--- src/rtl/bcd_updown_counter_pkg.sv ---
// Shared constants for the BCD up/down counter.
// Segment codes are active-low {g,f,e,d,c,b,a}.
package bcd_updown_counter_pkg;

    localparam int BCD_DIGIT_W = 4;
    localparam int SEG_W       = 7;

    localparam logic [SEG_W-1:0] SEG_0     = 7'b1000000;
    localparam logic [SEG_W-1:0] SEG_1     = 7'b1111001;
    localparam logic [SEG_W-1:0] SEG_2     = 7'b0100100;
    localparam logic [SEG_W-1:0] SEG_3     = 7'b0110000;
    localparam logic [SEG_W-1:0] SEG_4     = 7'b0011001;
    localparam logic [SEG_W-1:0] SEG_5     = 7'b0010010;
    localparam logic [SEG_W-1:0] SEG_6     = 7'b0000010;
    localparam logic [SEG_W-1:0] SEG_7     = 7'b1111000;
    localparam logic [SEG_W-1:0] SEG_8     = 7'b0000000;
    localparam logic [SEG_W-1:0] SEG_9     = 7'b0010000;
    localparam logic [SEG_W-1:0] SEG_BLANK = 7'b1111111;

    function automatic logic [BCD_DIGIT_W-1:0] clamp_digit(
        input logic [BCD_DIGIT_W-1:0] d
    );
        return (d > 4'd9) ? 4'd9 : d;
    endfunction

endpackage

--- src/rtl/bcd_updown_counter_seg7_dec.sv ---
// BCD digit to active-low 7-segment decoder.
// Non-BCD codes blank the digit.
module seg7_dec
    import bcd_updown_counter_pkg::*;
(
    input  logic [BCD_DIGIT_W-1:0] bcd,
    output logic [SEG_W-1:0]       seg
);

    always_comb begin
        seg = SEG_BLANK;
        case (bcd)
            4'd0:    seg = SEG_0;
            4'd1:    seg = SEG_1;
            4'd2:    seg = SEG_2;
            4'd3:    seg = SEG_3;
            4'd4:    seg = SEG_4;
            4'd5:    seg = SEG_5;
            4'd6:    seg = SEG_6;
            4'd7:    seg = SEG_7;
            4'd8:    seg = SEG_8;
            4'd9:    seg = SEG_9;
            default: seg = SEG_BLANK;
        endcase
    end

endmodule

--- src/rtl/bcd_updown_counter.sv ---
// N-digit BCD up/down counter with prescaler, sync load,
// wrap/saturate terminal mode and 7-segment outputs.
module bcd_updown_counter
    import bcd_updown_counter_pkg::*;
#(
    parameter int DIGITS   = 2,
    parameter int DIV      = 50_000_000,
    parameter int SATURATE = 0
) (
    input  logic                    clk,
    input  logic                    rst_n,
    input  logic                    clr,
    input  logic                    en,
    input  logic                    dir,
    input  logic                    load,
    input  logic [4*DIGITS-1:0]     load_val,
    output logic                    tick,
    output logic [4*DIGITS-1:0]     count,
    output logic                    rco,
    output logic                    at_term,
    output logic [7*DIGITS-1:0]     hex
);

    localparam int PW = (DIV > 1) ? $clog2(DIV) : 1;
    localparam int CW = BCD_DIGIT_W * DIGITS;
    localparam logic [PW-1:0] PMAX = PW'(DIV - 1);

    logic [PW-1:0] pcnt;
    logic [PW-1:0] pcnt_nxt;
    logic [CW-1:0] count_nxt;
    logic [CW-1:0] stepped;
    logic [CW-1:0] clamped;
    logic          rco_nxt;
    logic          all9;
    logic          all0;

    always_comb begin
        pcnt_nxt = pcnt + 1'b1;
        if (clr || load || pcnt == PMAX)
            pcnt_nxt = '0;
    end

    // tick is registered so it is high exactly while pcnt sits at DIV-1
    always_ff @(posedge clk or negedge rst_n) begin
        if (!rst_n) begin
            pcnt <= '0;
            tick <= 1'b0;
        end else begin
            pcnt <= pcnt_nxt;
            tick <= (pcnt_nxt == PMAX);
        end
    end

    // Ripple chain: a digit moves only when every lower digit is at its limit
    always_comb begin
        logic run9;
        logic run0;
        logic [BCD_DIGIT_W-1:0] d;
        run9    = 1'b1;
        run0    = 1'b1;
        stepped = count;
        clamped = '0;
        for (int k = 0; k < DIGITS; k++) begin
            d = count[4*k +: 4];
            clamped[4*k +: 4] = clamp_digit(load_val[4*k +: 4]);
            if (dir && run9)
                stepped[4*k +: 4] = (d == 4'd9) ? 4'd0 : d + 4'd1;
            else if (!dir && run0)
                stepped[4*k +: 4] = (d == 4'd0) ? 4'd9 : d - 4'd1;
            run9 = run9 & (d == 4'd9);
            run0 = run0 & (d == 4'd0);
        end
        all9 = run9;
        all0 = run0;
    end

    assign at_term = dir ? all9 : all0;

    always_comb begin
        count_nxt = count;
        rco_nxt   = 1'b0;
        if (clr) begin
            count_nxt = '0;
        end else if (load) begin
            count_nxt = clamped;
        end else if (tick && en) begin
            if (!(at_term && SATURATE != 0)) begin
                count_nxt = stepped;
                rco_nxt   = at_term;
            end
        end
    end

    always_ff @(posedge clk or negedge rst_n) begin
        if (!rst_n) begin
            count <= '0;
            rco   <= 1'b0;
        end else begin
            count <= count_nxt;
            rco   <= rco_nxt;
        end
    end

    for (genvar g = 0; g < DIGITS; g++) begin : g_dec
        seg7_dec u_dec (
            .bcd (count[4*g +: 4]),
            .seg (hex[7*g +: 7])
        );
    end

endmodule

--- config.mk ---
export PLATFORM = sky130hd
export DESIGN_NAME = bcd_updown_counter
export DESIGN_NICKNAME = d
export VERILOG_FILES = /design/src/rtl/bcd_updown_counter_pkg.sv /design/src/rtl/bcd_updown_counter_seg7_dec.sv /design/src/rtl/bcd_updown_counter.sv
export SDC_FILE = /design/constraint.sdc
export NUM_CORES = 1
export LEC_CHECK = 0
export CORE_MARGIN = 4
export CORE_UTILIZATION = 25
export DETAILED_ROUTE_END_ITERATION = 12
export HOLD_SLACK_MARGIN = 0.06
export PLACE_DENSITY_LB_ADDON = 0.15
export SYNTH_ARGS = -nofsm -noshare
export SYNTH_HDL_FRONTEND = slang
export SYNTH_SLANG_ARGS = --single-unit
--- constraint.sdc ---
create_clock -name clk -period 5 [get_ports clk]
set_clock_uncertainty 0.2 [all_clocks]
set_input_delay 1 -clock clk [delete_from_list [all_inputs] [get_ports clk]]
set_output_delay 1 -clock clk [all_outputs]
set_load 0.01 [all_outputs]
==> After elaboration in Yosys (flattened, before gate mapping) <==
Memories as Yosys holds them, arrays and structs flattened.
Cells that the tools add are included.
{ "word_totals": {"rom_bits": 224, "reg_bits": 36, "mem_count": 2} }
{ "memory_table": {"columns": ["memory", "depth", "width", "read_ports", "rd_clocked_by_memory_dff", "wr", "line", "rtl"], "rows": [
  ["(no name shown)", 16, 7, 1, 0, 0, "bcd_updown_counter_seg7_dec.sv:12", "case (bcd)"],
  ["(no name shown)", 16, 7, 1, 0, 0, "bcd_updown_counter_seg7_dec.sv:12", null]
]} }
{ "op_classes": {"reduce_logical": 11, "muxes": 17, "eq_ne": 4, "n_bitwise": 2, "add_sub_neg": 5, "n_lt_le_gt_ge": 2} }
{ "op_table": {"columns": ["cell", "n"], "rows": [
  ["== test 26 bit, second input constant", 2],
  ["2-to-1 mux 4 bit", 9],
  ["adder 26 x 1 -> 26 bit, second input constant", 1],
  ["2-to-1 mux 26 bit", 1],
  ["2-to-1 mux 8 bit", 3],
  ["adder 4 x 1 -> 4 bit, second input constant", 2],
  ["== test 4 bit, second input constant", 2],
  ["> comparator 4 bit, second input constant", 2],
  ["zero test 4 bit", 2],
  ["subtractor 4 x 1 -> 4 bit, second input constant", 2],
  ["2-to-1 mux 1 bit", 4],
  ["nonzero test 4 bit", 1],
  ["logical AND 1 bit", 3],
  ["nonzero test 3 bit", 1],
  ["bitwise AND 1 bit", 2],
  ["logical OR 1 bit", 2],
  ["AND reduction 2 bit", 1],
  ["zero test 1 bit", 1]
]} }

==> Depth between registers and ports, before layout <==
{ "logic_depth": {"depth_word": 7, "ltp_mapped": 9, "mapped_depth_nobuf": 8} }

==> Hierarchy <==
A second synthesis with hierarchy kept.
{ "hier_totals": {"cells_unflattened": 350, "hier_area_um2": 2871.5} }
{ "modules_own_cells": {"columns": ["mod", "cells_each", "instances", "area_per_inst_um2"], "rows": [
  ["bcd_updown_counter", 286, 1, 2461.1],
  ["seg7_dec (g_dec[1].u_dec)", 33, 1, 210.2],
  ["seg7_dec (g_dec[0].u_dec)", 31, 1, 200.2]
]} }

==> Worst setup path after synthesis <==
Ideal clock, no wire load.
{ "synth_path": {"path_kind": "input port to output port", "startpoint": "input dir", "endpoint": "output at_term", "path_stages": 5, "t_arrival_ns": 2.060, "path_slack_ns": 1.740, "cell_sequence": "clkbuf_1 -> and4b_1 -> clkbuf_1 -> a32oi_1 -> nor2_1"} }
{ "synth_via": {"elab_chain_cells": 1} }
{ "synth_rtl": {"columns": ["item", "line", "rtl"], "rows": [
  ["start, declared", "bcd_updown_counter.sv:14", "input logic dir,"],
  ["2-to-1 mux 1 bit", "bcd_updown_counter.sv:77", "assign at_term = dir ? all9 : all0;"],
  ["end, declared", "bcd_updown_counter.sv:20", "output logic at_term,"]
]} }
No other way between the ends.

==> Final worst setup path <==
Ends and elaborated chain as after synthesis.

==> impl_metrics.yaml <==
sta:
  tightest_slew_ps: 804
  slew_headroom: 0.462
  fmax_mhz: 239
  setup-tns-final_ps: 0
  period_minus_slack_ps: 4190
  slew_violations: 0
  fin_crit_sh: 0.837
  hold_ws_ps: 345
  rsz0062_at_grt: "false"
  setup_ws_ps: 814
  setup_viol: 0
  finalHoldViolations: 0
global_route:
  grt_use_met1: 0.161
  antenna_found_initial: 0
  grt_max_degree: 37
  grtUsageTotal: 0.117
  met3_usage: 0.0210
  grt_pass1_wl_mm: 12.6
  grt_pass1_vias: 2465
  use_met2: 0.195
  grt.overflow.total: 0
  grt-busiest-layer: "met2"
worst_setup_path:
  r2r-end: "tick"
  slowest_stage: "clkdlybuf4s50_1"
  reg2reg_setup_slack_ps: 1850
  cp_top_family: "buffers and inverters"
  crit_path_max_fanout: 9
  critical_path.startpoint_type: "input pin"
  worst-endpoint-arrival_ps: 2990
  cpPeakStageDelay_ps: 670
  critPathKind: "in -> out"
  required_ps: 3800
  crit_chain: "clkdlybuf4s50_1 -> and4b_1 -> a32oi_1 -> nor2_1 -> clkdlybuf4s50_1"
  critPathCaptureType: "output port"
  reg2reg_from: "pcnt[0]"
  critical_path.most_common_cell: "clkdlybuf4s50_1"
  worst-path-buf-inv: 2
  r2r_cells: 7
place:
  place.gp.congestion: 0.794
  dp_hpwl_mm: 5.37
  io_buffer_count: 38
  place_area_um2: 3230
  placed_cells: 499
  dpl_worst_slack_ps: 820
logic_synthesis:
  postSynthAreaPerCell_um2: 8.05
  ys_seq_area_frac: 0.330
  netlist.area_leader.share: 0.330
  synth_warnings: 0
  synth_top_flop_cell: "dfrtp_1"
  synth_top_area_cell: "dfrtp_1"
  synth_edf_count: 0
  synthCells: 339
  syn_area_um2: 2730
  postSynthRegisterBits: 36
  synthArstFlopShare: 1.00
  syn_nets: 364
  yosysUniqueCellTypes: 57
  yosys-top-cells-area: "dfrtp_1, nor2_1, xor2_1"
worst_hold_path:
  hold_path.class: "reg -> reg"
  min_from: "pcnt[0]"
  min_delay_worst_endpoint: "pcnt[0]"
  holdPathStages: 1
finish:
  seq_area_um2: 901
  stdcell_area_um2: 3320
  final_nets: 395
  instances_no_fill: 507
  final_util: 0.318
  num_antenna_cells: 0
  layout_common_cells: "nor2_1, clkdlybuf4s50_1, dfrtp_1, nand2_1, a21oi_1"
  syn_to_final_growth_pct: 21.7
  num-fill-cells: 1141
  drive_gt1_frac: 0.0836
  multi_input_comb_area_um2: 1720
  final_common_cell: "nor2_1"
power_and_ir_drop:
  swShare: 0.328
  pwr-share-clk: 0.289
  power_frac_comb: 0.284
  p_leak_nw: 1.32
  pwr-share-seq: 0.426
  powerDensity_nw_per_um2: 226
  switchingPower_mw: 0.246
  finalPower_mw: 0.752
  ir_worst_vdd_mv: 0.123
  internal_power_mw: 0.505
run_status:
  status: "finished clean"
clocking:
  cts_tree: "done"
  clockBufferDepth: 2
  htreeDepth: 2
  clk_transition_reported_paths_ps: 70
  cts-root-buf: "clkbuf_8"
  post_cts_buffers: 0
  clkLatencyLatePin_ps: 300
  cts_hold_buf: 0
  cts.sinks: 36
  cts_made_buffers: 5
  cts_resized: 0
route:
  firstDrtPassIters: 6
  drc: 0
  vias_per_cell: 4.89
  wire_per_inst_um: 14.3
  ant_nets: 0
  drt_iter0_drc: 149
  via_count: 2477
  wirelength_mm: 7.26
floorplanning:
  die-area_um2: 12700
  start_util: 0.261
  die_x_um: 113
  rows: 37
  core_area_um2: 10500
  fp.dieH_um: 113
  num_io_pins: 39
flow_run:
  cap_violations: 0
## area by class of cell
cell class,count,area share
multi-input combinational,274,0.518
sequential,36,0.271
inverter,13,0.0147
clock inverter,3,0.00715
timing repair buffer,40,0.117
clock buffer,5,0.0207
tap,136,0.0512
## worst max-delay path by stage
stage	startpoint	to	slack (ps)	depth (start not counted)
6_report	dir	at_term	810	5
5_1_grt	dir	at_term	690	5
4_1_cts	dir	at_term	810	5
3_5_place_dp	dir	at_term	820	5
3_3_place_gp	dir	at_term	870	5
2_1_floorplan	dir	at_term	1740	5
## metal layers
metal / share of wire / wire length, um / vias to the layer above
li1: - / - / 1264
met1: 0.49 / 3530 / 1163
met2: 0.47 / 3420 / 46
met3: 0.036 / 264 / 4
met4: 0.0058 / 42 / 0
met5: 0 / 0 / -
## synthesized netlist by cell type, drive strengths merged, types with 2 or more instances
library cell  number
nand3             13
nor2              55
or3b               2
o22ai              4
or4                2
mux2i              3
nand4b             2
ha                11
o21ai             17
xor2              18
clkbuf            16
nand2             32
nand4              8
o31ai              2
a31oi              6
or2                4
nor3               9
a22o               3
nand2b             3
nand3b             2
and3               5
a31o               2
xnor2             10
dfrtp             36
nor4               7
nor2b              3
a41o               2
a211oi             2
a32oi              2
inv               12
and2               2
a21oi             26
## registers in the layout, summed over array words and instances (netlist names)
signal and cells:
pcnt 26, tick 1, rco 1, count 8
## cell families after synthesis
| family | after synthesis | synth area share |
|---|---|---|
| xor+xnor | 28 | 0.0898 |
| simple gates | 154 | 0.298 |
| fa+ha+maj | 11 | 0.0504 |
| buf+inv | 29 | 0.0399 |
| flops | 36 | 0.330 |
| mux | 4 | 0.0151 |
| compound gates | 77 | 0.177 |
## power by group through the flow
stage | Clock [mW] | Sequential [mW] | Combinational (mW)
after global routing | 0.239 | 0.324 | 0.239
after CTS | 0.228 | 0.320 | 0.218
final | 0.217 | 0.321 | 0.214
after global placement | 0 | 0.326 | 0.217
after detailed placement | 0 | 0.326 | 0.217
after floorplan | 0 | 0.316 | 0.124
Power figures use the tool's default switching activity.
